<file path="src/rtl/usr_rdarb_pkg.sv">
// -----------------------------------------------------------------------------
// usr_rdarb_pkg
// Shared types and defaults for the two-requester read arbiter (usr_rdarb).
//   state_e  : arbiter FSM state (IDLE, GNT_A, GNT_B)
//   owner_e  : owner / requester ID (ID_A=0, ID_B=1)
//   *_DEF    : default values of the usr_rdarb parameters
// Helpers map a winning owner to its grant state and to the other requester.
// -----------------------------------------------------------------------------
package usr_rdarb_pkg;

  localparam int unsigned AWID_DEF = 8;  // read address width
  localparam int unsigned MIDX_DEF = 7;  // bank-select address bit
  localparam int unsigned MPND_DEF = 5;  // read data width is MPND+1

  typedef enum logic [1:0] {
    IDLE  = 2'd0,
    GNT_A = 2'd1,
    GNT_B = 2'd2
  } state_e;

  typedef enum logic {
    ID_A = 1'b0,
    ID_B = 1'b1
  } owner_e;

  // Grant state that presents a grant to the given owner.
  function automatic state_e grant_state(input owner_e id);
    return (id == ID_B) ? GNT_B : GNT_A;
  endfunction

  // The requester that is not 'id'; used to advance the round-robin pointer.
  function automatic owner_e other_owner(input owner_e id);
    return (id == ID_A) ? ID_B : ID_A;
  endfunction

endpackage

</file>
<file path="src/rtl/usr_rdarb_rr2.sv">
// -----------------------------------------------------------------------------
// usr_rdarb_rr2
// Two-way round-robin pick. Purely combinational.
//   elig_a_i / elig_b_i : requester A / B is eligible this cycle
//   ptr_i               : requester that wins a tie
//   win_vld_o           : at least one requester is eligible
//   win_o               : winning requester (only meaningful with win_vld_o)
// -----------------------------------------------------------------------------
module usr_rdarb_rr2
  import usr_rdarb_pkg::*;
(
  input  logic   elig_a_i,
  input  logic   elig_b_i,
  input  owner_e ptr_i,
  output logic   win_vld_o,
  output owner_e win_o
);

  always_comb begin
    win_vld_o = elig_a_i | elig_b_i;
    win_o     = ID_A;
    if (elig_a_i && elig_b_i) begin
      win_o = ptr_i;
    end else if (elig_b_i) begin
      win_o = ID_B;
    end
  end

endmodule

</file>
<file path="src/rtl/usr_rdarb.sv">
// -----------------------------------------------------------------------------
// usr_rdarb
// Two-requester read arbiter in front of a two-bank memory.
// A registered FSM grants one requester per cycle (round robin on a tie),
// launches the bank read in the grant cycle (s2), tracks bank select and owner
// through s3, and returns the selected bank's data in s4 two cycles after the
// grant.
//
// Ports
//   usclk, sso_rst_n         : clock (rising edge) / async active-low reset
//   req_a, req_b             : read requests, held until their grant
//   adr_a, adr_b [AWID]      : request addresses
//   gnt_a, gnt_b             : one-cycle grant pulses
//   rd_en_s2, adr_s2 [AWID]  : bank read strobe / address
//   rd_dat0_s3, rd_dat1_s3   : bank 0/1 data, one cycle after rd_en_s2
//   rd_vld_s4, rd_id_s4      : return valid / owner (0=A, 1=B)
//   rd_dat_s4 [MPND+1]       : return data, held while rd_vld_s4=0
// Optional (macro USR_RDARB_PAR_EN):
//   rd_par0_s3, rd_par1_s3   : even parity of bank 0/1 data
//   rd_perr_s4               : parity error of the returned read
// -----------------------------------------------------------------------------
module usr_rdarb
  import usr_rdarb_pkg::*;
#(
  parameter int unsigned AWID = AWID_DEF,
  parameter int unsigned MIDX = MIDX_DEF,
  parameter int unsigned MPND = MPND_DEF
) (
  input  logic            usclk,
  input  logic            sso_rst_n,
  input  logic            req_a,
  input  logic            req_b,
  input  logic [AWID-1:0] adr_a,
  input  logic [AWID-1:0] adr_b,
  output logic            gnt_a,
  output logic            gnt_b,
  output logic            rd_en_s2,
  output logic [AWID-1:0] adr_s2,
  input  logic [MPND:0]   rd_dat0_s3,
  input  logic [MPND:0]   rd_dat1_s3,
`ifdef USR_RDARB_PAR_EN
  input  logic            rd_par0_s3,
  input  logic            rd_par1_s3,
  output logic            rd_perr_s4,
`endif
  output logic            rd_vld_s4,
  output logic            rd_id_s4,
  output logic [MPND:0]   rd_dat_s4
);

  // ---------------------------------------------------------------------------
  // Arbitration (s2)
  // ---------------------------------------------------------------------------
  state_e          state_q, state_d;
  owner_e          ptr_q, ptr_d;
  logic [AWID-1:0] adr_s2_q, adr_s2_d;
  owner_e          id_s2;
  logic            elig_a, elig_b;
  logic            win_vld;
  owner_e          win;

  // The requester shown a grant this cycle still holds its old request, so it
  // is masked out; otherwise a held req would be granted twice.
  assign elig_a = req_a & (state_q != GNT_A);
  assign elig_b = req_b & (state_q != GNT_B);

  usr_rdarb_rr2 u_rr2 (
    .elig_a_i  (elig_a),
    .elig_b_i  (elig_b),
    .ptr_i     (ptr_q),
    .win_vld_o (win_vld),
    .win_o     (win)
  );

  always_comb begin
    // NOTE: every next-state signal gets a default before any branch, so no
    // path leaves one unassigned and no latch is inferred.
    state_d  = IDLE;
    ptr_d    = ptr_q;
    adr_s2_d = adr_s2_q;
    if (win_vld) begin
      state_d  = grant_state(win);
      ptr_d    = other_owner(win);   // point at the one not granted
      adr_s2_d = (win == ID_B) ? adr_b : adr_a;
    end
  end

  // NOTE: state registers use non-blocking assignments so every flop samples
  // the pre-edge values, independent of statement order.
  always_ff @(posedge usclk or negedge sso_rst_n) begin
    if (!sso_rst_n) begin
      state_q  <= IDLE;
      ptr_q    <= ID_A;
      adr_s2_q <= '0;
    end else begin
      state_q  <= state_d;
      ptr_q    <= ptr_d;
      adr_s2_q <= adr_s2_d;
    end
  end

  // Grants and the read strobe decode straight from the registered state.
  assign gnt_a    = (state_q == GNT_A);
  assign gnt_b    = (state_q == GNT_B);
  assign rd_en_s2 = (state_q != IDLE);
  assign adr_s2   = adr_s2_q;
  assign id_s2    = (state_q == GNT_B) ? ID_B : ID_A;

  // ---------------------------------------------------------------------------
  // s3: bank select, owner and valid travel alongside the bank access
  // ---------------------------------------------------------------------------
  logic   sel_s3_q;
  owner_e id_s3_q;
  logic   vld_s3_q;

  always_ff @(posedge usclk or negedge sso_rst_n) begin
    if (!sso_rst_n) begin
      sel_s3_q <= 1'b0;
      id_s3_q  <= ID_A;
      vld_s3_q <= 1'b0;
    end else begin
      sel_s3_q <= adr_s2_q[MIDX];
      id_s3_q  <= id_s2;
      vld_s3_q <= rd_en_s2;
    end
  end

  logic [MPND:0] dat_sel_s3;
  assign dat_sel_s3 = sel_s3_q ? rd_dat1_s3 : rd_dat0_s3;

  // ---------------------------------------------------------------------------
  // s4: return registers
  // ---------------------------------------------------------------------------
  logic          rd_vld_s4_q;
  owner_e        rd_id_s4_q;
  logic [MPND:0] rd_dat_s4_q;

  // NOTE: the data/owner return registers are reset too, because every
  // output must read 0 while reset is held; outside reset they only load
  // with a valid return and otherwise hold.
  always_ff @(posedge usclk or negedge sso_rst_n) begin
    if (!sso_rst_n) begin
      rd_vld_s4_q <= 1'b0;
      rd_id_s4_q  <= ID_A;
      rd_dat_s4_q <= '0;
    end else begin
      rd_vld_s4_q <= vld_s3_q;
      if (vld_s3_q) begin
        rd_id_s4_q  <= id_s3_q;
        rd_dat_s4_q <= dat_sel_s3;
      end
    end
  end

  assign rd_vld_s4 = rd_vld_s4_q;
  assign rd_id_s4  = rd_id_s4_q;
  assign rd_dat_s4 = rd_dat_s4_q;

`ifdef USR_RDARB_PAR_EN
  // ---------------------------------------------------------------------------
  // Optional parity check of the selected bank (even parity: data ^ par == 0)
  // ---------------------------------------------------------------------------
  logic par_sel_s3;
  logic rd_perr_s4_q;

  assign par_sel_s3 = sel_s3_q ? rd_par1_s3 : rd_par0_s3;

  always_ff @(posedge usclk or negedge sso_rst_n) begin
    if (!sso_rst_n) begin
      rd_perr_s4_q <= 1'b0;
    end else begin
      rd_perr_s4_q <= vld_s3_q & ((^dat_sel_s3) ^ par_sel_s3);
    end
  end

  assign rd_perr_s4 = rd_perr_s4_q;
`endif

endmodule

</file>
<file path="config.mk">
export PLATFORM = sky130hd
export DESIGN_NAME = usr_rdarb
export DESIGN_NICKNAME = d
export VERILOG_FILES = /design/src/rtl/usr_rdarb_pkg.sv /design/src/rtl/usr_rdarb_rr2.sv /design/src/rtl/usr_rdarb.sv
export SDC_FILE = /design/constraint.sdc
export NUM_CORES = 1
export LEC_CHECK = 0
export CORE_MARGIN = 5
export CORE_UTILIZATION = 34
export CTS_CLUSTER_DIAMETER = 80
export CTS_CLUSTER_SIZE = 12
export DETAILED_ROUTE_END_ITERATION = 8
export PLACE_DENSITY_LB_ADDON = 0.2
export SKIP_CTS_REPAIR_TIMING = 1
export SLEW_MARGIN = 20
export SYNTH_ARGS = -nofsm -noshare
export SYNTH_HDL_FRONTEND = slang
export SYNTH_SLANG_ARGS = --single-unit
</file>
<file path="constraint.sdc">
create_clock -name usclk -period 1.4 [get_ports usclk]
set_clock_uncertainty 0.05 [all_clocks]
set_input_delay 0.35 -clock usclk [delete_from_list [all_inputs] [get_ports usclk]]
set_output_delay 0.35 -clock usclk [all_outputs]
set_load 0.01 [all_outputs]
</file>
==> impl_metrics.ini, run 1 <==
[cts]
htree_num_levels = 1
root_buffer = clkbuf_4
cts_sinks = 22
clkLatencyLatePin_ns = 0.30
cts_made_buffers = 3
cts_tree = done
path_clk_slew_ns = 0.12
cts_buffer_depth = 2

[logic_synthesis]
synth.net_count = 106
netlist_area_um2 = 946
avgSynthCellArea_um2 = 12.8
postSynthRegisterBits = 22
seq_area_frac_synth_pct = 58.2
ys_types = 22
synthCells = 74
yosys_warnings = 0

[worst_setup_path]
r2r_end = adr_s2[4]
start_kind = flip-flop
cp_slowest_cell = dfrtp_2
r2r_cells = 6
r2r_start = state_q[0]
cp_max_fo = 6
endpoint_kind = flip-flop
required_ns = 1.55
rrSetupSlack_ns = -0.15
crit_family = flip-flops
max_stage_delay_ns = 0.45
path_cells = buf_4, nor2b_4, buf_6, o21ai_4, and3_4, a221o_1
critPathKind = flip-flop to flip-flop
path_buf_inv = 2
worstPathArrival_ns = 1.69

[timing]
worst_pin_slew_ns = 0.399
finalCriticalPeriod_ns = 1.55
slew_violations = 0
hold_ws_ns = 0.336
setup_ws_ns = -0.145
max_freq_ghz = 0.647
period_share_pct = 110
setup_viol = 10
slew_headroom_pct = 73.4
rsz0062_at_grt = true
finalHoldViolCount = 0

[power]
power-per-cell-area_nw_per_um2 = 1500
p_leak_nw = 0.878
ir_worst_vdd_mv = 0.810
p_total_mw = 2.58

[floorplanning]
ios = 51
die-area_um2 = 3940
row_count = 19
coreArea_um2 = 2710
die_x_um = 62.7
die_h_um = 62.7
initial_core_util_pct = 34.9

[cells_and_area]
multiInputGateArea_um2 = 443
final_core_util_pct = 63.5
diodes = 0
drive_gt1_share_pct = 25.4
finalNetCount = 171
seq_area_um2 = 552
area_growth_pct = 82.0
fillCellCount = 228

[routing]
routed-via-count = 856
ant_nets = 0
drc = 0
post_drt_wl_per_cell_um = 15.3
via_per_inst = 5.07
drt_iter0_markers = 20
routed_wl_mm = 2.59
first_pass_iters = 4

[placement]
place_congestion = 0.757
hpwl_mm = 1.83
portBuffers = 50

[run]
cap_violations = 0

[global_routing]
track_usage_pct = 12.8
first_global_vias = 926
grt_pass1_wl_mm = 4.15
grt_max_degree = 23
antenna_found_initial = 0
grt-ovfl-total = 0

[run_status]
status = finished with violations
violations = setup timing

[min_path]
min_path_type = input port to async pin
[flip-flops by register name, indices dropped and copies added (netlist names)]
signal / flops
adr_s2: 8
rd_dat_s4: 6
state_q: 2
id_s3_q: 1
ptr_q: 1
rd_id_s4: 1
rd_vld_s4: 1
sel_s3_q: 1
vld_s3_q: 1
[logic make-up after synthesis]
kind of cell	Yosys count	synth area share, %
AOI/OAI and AO/OA	18	18.1
buffers and inverters	5	2.12
DFF	22	58.2
muxes	7	7.54
and+or+nand+nor	22	14.0
[worst max path at each step]
stage / slack [ns] / to / cells past startpoint / from
CTS: -0.51 / rd_en_s2 / 2 / state_q[0]
floorplan: 0.04 / adr_s2[0] / 4 / state_q[0]
finish: -0.15 / adr_s2[4] / 6 / state_q[0]
global route: -0.20 / adr_s2[7] / 6 / state_q[0]
detailed placement: -0.41 / adr_s2[5] / 5 / req_a
global placement: -0.37 / adr_s2[1] / 5 / req_a
[power by group]
group          switching, mW  leakage (nW)  internal, mW
clock network          0.187        0.0279         0.289
logic                  0.442         0.591         0.663
registers              0.158         0.259         0.839
total                  0.788         0.878          1.79
[area by class of cell]
cell class                 count  share of cell area (%)
multi-input combinational     49                    25.7
timing repair buffer          61                    36.5
tap                           31                    2.25
clock inverter                 1                    1.74
sequential                    22                    32.0
inverter                       2                   0.436
clock buffer                   3                    1.31
[per-stage QoR]
stage	worst slack, ns	area (um^2)	TNS [ns]	std cells
4_1_cts	-0.506	1560	-5.74	161
3_3_place_gp	-0.371	1510	-3.34	157
5_1_grt	-0.196	1720	-1.82	169
2_1_floorplan	0.0432	946	0	74
6_report	-0.145	1720	-1.25	169
3_5_place_dp	-0.405	1510	-3.73	157
[synth_stat cells (all sizes together)]
cell type	count	area, um^2
and3	8	50.1
o2bb2ai	1	27.5
o21ai	1	16.3
nand2	1	3.75
and2	2	15.0
buf	1	5.00
o22a	1	8.76
nor2	7	28.8
a21oi	7	38.8
nor2b	2	20.0
or2	1	6.26
a221o	8	80.1
mux2	1	11.3
inv	2	7.51
mux2i	6	60.1
dfrtp	22	551
nand2b	1	8.76
clkbuf	2	7.51
[layout by cell type, fill, tap and decap left out, drive strengths merged]
cell type      synthesis  final
nand2b                 1      1
dlymetal6s2s           0     16
buf                    1     13
o2bb2ai                1      1
and3                   8      8
mux2                   1      1
clkbuf                 2      4
o22a                   1      1
and2                   2      2
a21oi                  7      7
clkdlybuf4s50          0     31
nor2                   7      8
mux2i                  6      6
a221o                  8      8
bufinv                 0      1
nor2b                  2      2
nand2                  1      1
or2                    1      1
dfrtp                 22     22
o21ai                  1      2
inv                    2      2
[metal layers]
| layer | global-route usage, % | vias to the layer above | wire length [um] | share of wire (%) |
|---|---|---|---|---|
| met4 | 5.04 | 0 | 34 | 1.3 |
| met5 | 0 | - | 0 | 0 |
| met2 | 20.7 | 37 | 1270 | 49 |
| met3 | 5.04 | 4 | 204 | 7.9 |
| met1 | 15.1 | 406 | 1080 | 42 |
| li1 | - | 409 | - | - |
Power figures use the tool's default switching activity.
==> run 2, diff against run 1 <==
Settings changed: CTS_CLUSTER_DIAMETER 80 to unset, PLACE_DENSITY set to 0.74, PLACE_DENSITY_LB_ADDON 0.2 to unset.
==> run 2 against run 1 <==
The flow still finishes with violations (setup timing). Flip-flop and latch count did not move. Cell area is 5.7% lower. Sequential power fell by 0.5%. Critical path type is now flip-flop to primary output. Critical endpoint is now rd_en_s2. Highest routed layer unchanged.
==> impl_metrics.ini, run 2 (same netlist as run 1, synthesis figures left out) <==
[power]
power-per-cell-area_nw_per_um2 = 1390
power_switching_mw = 0.725
p_sw_share_pct = 32.2
p_leak_nw = 0.849
p_int_mw = 1.53
ir_worst_vdd_mv = 0.880
comb_power_share_pct = 44.5
p_clk_share_pct = 11.4
p_total_mw = 2.25
p_seq_share_pct = 44.0

[timing]
slew_headroom_pct = 72.4
rsz0062_at_grt = true
worst_pin_slew_ns = 0.413
setup_ws_ns = -0.206
max_freq_ghz = 0.623
setup_viol = 10
slew_violations = 0
finalHoldViolCount = 0
hold_ws_ns = 0.352
period_share_pct = 115
finalCriticalPeriod_ns = 1.61

[worst_setup_path]
r2r_end = adr_s2[5]
required_ns = 1.00
endpoint_kind = primary output
critPathKind = flip-flop to primary output
start_kind = flip-flop
cp_max_fo = 2
rrSetupSlack_ns = -0.12
r2r_cells = 6
worstPathArrival_ns = 1.21
r2r_start = state_q[0]

[routing]
routed-via-count = 806
ant_nets = 0
routed_wl_mm = 2.56
first_pass_iters = 4
drc = 0
post_drt_wl_per_cell_um = 15.7
via_per_inst = 4.94
drt_iter0_markers = 25

[floorplanning]
ios = 51
die_h_um = 62.7
row_count = 19
coreArea_um2 = 2710
initial_core_util_pct = 34.9
die_x_um = 62.7
die-area_um2 = 3940

[cts]
cts_tree = done
htree_num_levels = 1
cts_sinks = 22
clkLatencyLatePin_ns = 0.29
cts_buffer_depth = 2
cts_made_buffers = 3
path_clk_slew_ns = 0.10
root_buffer = clkbuf_4

[placement]
place_congestion = 0.742
portBuffers = 50
hpwl_mm = 1.95

[run]
cap_violations = 0

[cells_and_area]
drive_gt1_share_pct = 17.4
diodes = 0
finalNetCount = 166
fillCellCount = 226
largest_reg_flops = 8
mostFrequentLayoutCells = clkdlybuf4s50_1, dfrtp_1, dlymetal6s2s_1
area_growth_pct = 71.7
final_common_cell = clkdlybuf4s50_1

[global_routing]
grt_max_degree = 23
grt-ovfl-total = 0
antenna_found_initial = 0
track_usage_pct = 13.2
first_global_vias = 897
grt_pass1_wl_mm = 4.14

[run_status]
violations = setup timing
status = finished with violations

[min_path]
min_path_type = input port to async pin
==> run 2: changes by cell type in the layout (fill, tap and decap cells not counted), sizes merged <==
cell / delta
buf: -4
bufinv: -1
o21ai: -1
==> run 2: per-stage QoR <==
step	setup WS, ns	setup TNS, ns	instances	area (um^2)	util, %
5_1_grt	-0.273	-1.67	163	1620	59.9
2_1_floorplan	0.0432	0	74	946	-
3_5_place_dp	-0.431	-3.97	156	1500	55.4
4_1_cts	-0.477	-5.47	159	1530	56.3
6_report	-0.206	-1.08	163	1620	59.9
3_3_place_gp	-0.378	-3.48	156	1500	55.4
==> run 2: how the worst max path moves through the flow <==
stage                     startpoint        end  slack, ns
after floorplan           state_q[0]  adr_s2[0]       0.04
final                     state_q[0]   rd_en_s2      -0.21
after global routing      state_q[0]   rd_en_s2      -0.27
after CTS                 state_q[0]   rd_en_s2      -0.48
after global placement         req_a  adr_s2[1]      -0.38
after detailed placement       req_a  adr_s2[5]      -0.43
==> run 2: layout make-up <==
cell class              count  area, um^2  area share [%]
clock buffers               3        22.5            1.39
inverters                   2        7.51           0.462
multi-input cells          48         407            25.0
flip-flops and latches     22         551            33.9
well taps                  31        38.8            2.39
repair buffers             57         598            36.8
==> run 2: worst max-delay path: stages (launching register included) <==
cell	delay [ns]
dfrtp_1	0.43
buf_6	0.14
or2_1	0.23
clkbuf_2	0.13
==> run 2: power by group through the flow <==
| stage | sequential, mW | combinational, mW | clock (mW) |
|---|---|---|---|
| after detailed placement | 1.01 | 0.978 | 0 |
| after floorplan | 1.04 | 0.388 | 0 |
| final | 0.992 | 1.00 | 0.257 |
| after global routing | 1.03 | 1.09 | 0.305 |
| after global placement | 1.00 | 0.950 | 0 |
| after CTS | 1.00 | 0.978 | 0.272 |
==> run 2: layer usage <==
| layer | share of wire, % | track usage, % |
|---|---|---|
| met1 | 41 | 15.3 |
| met2 | 51 | 21.6 |
| met3 | 7.4 | 5.22 |
| met5 | 0 | 0 |
| met4 | 0.39 | 5.31 |
==> run 3, diff against run 2 <==
Settings changed: CTS_CLUSTER_SIZE 12 to 10, SLEW_MARGIN 20 to 5.
==> results of run 3 <==
The final DEF is identical to that of run 2; final timing and power are the same.
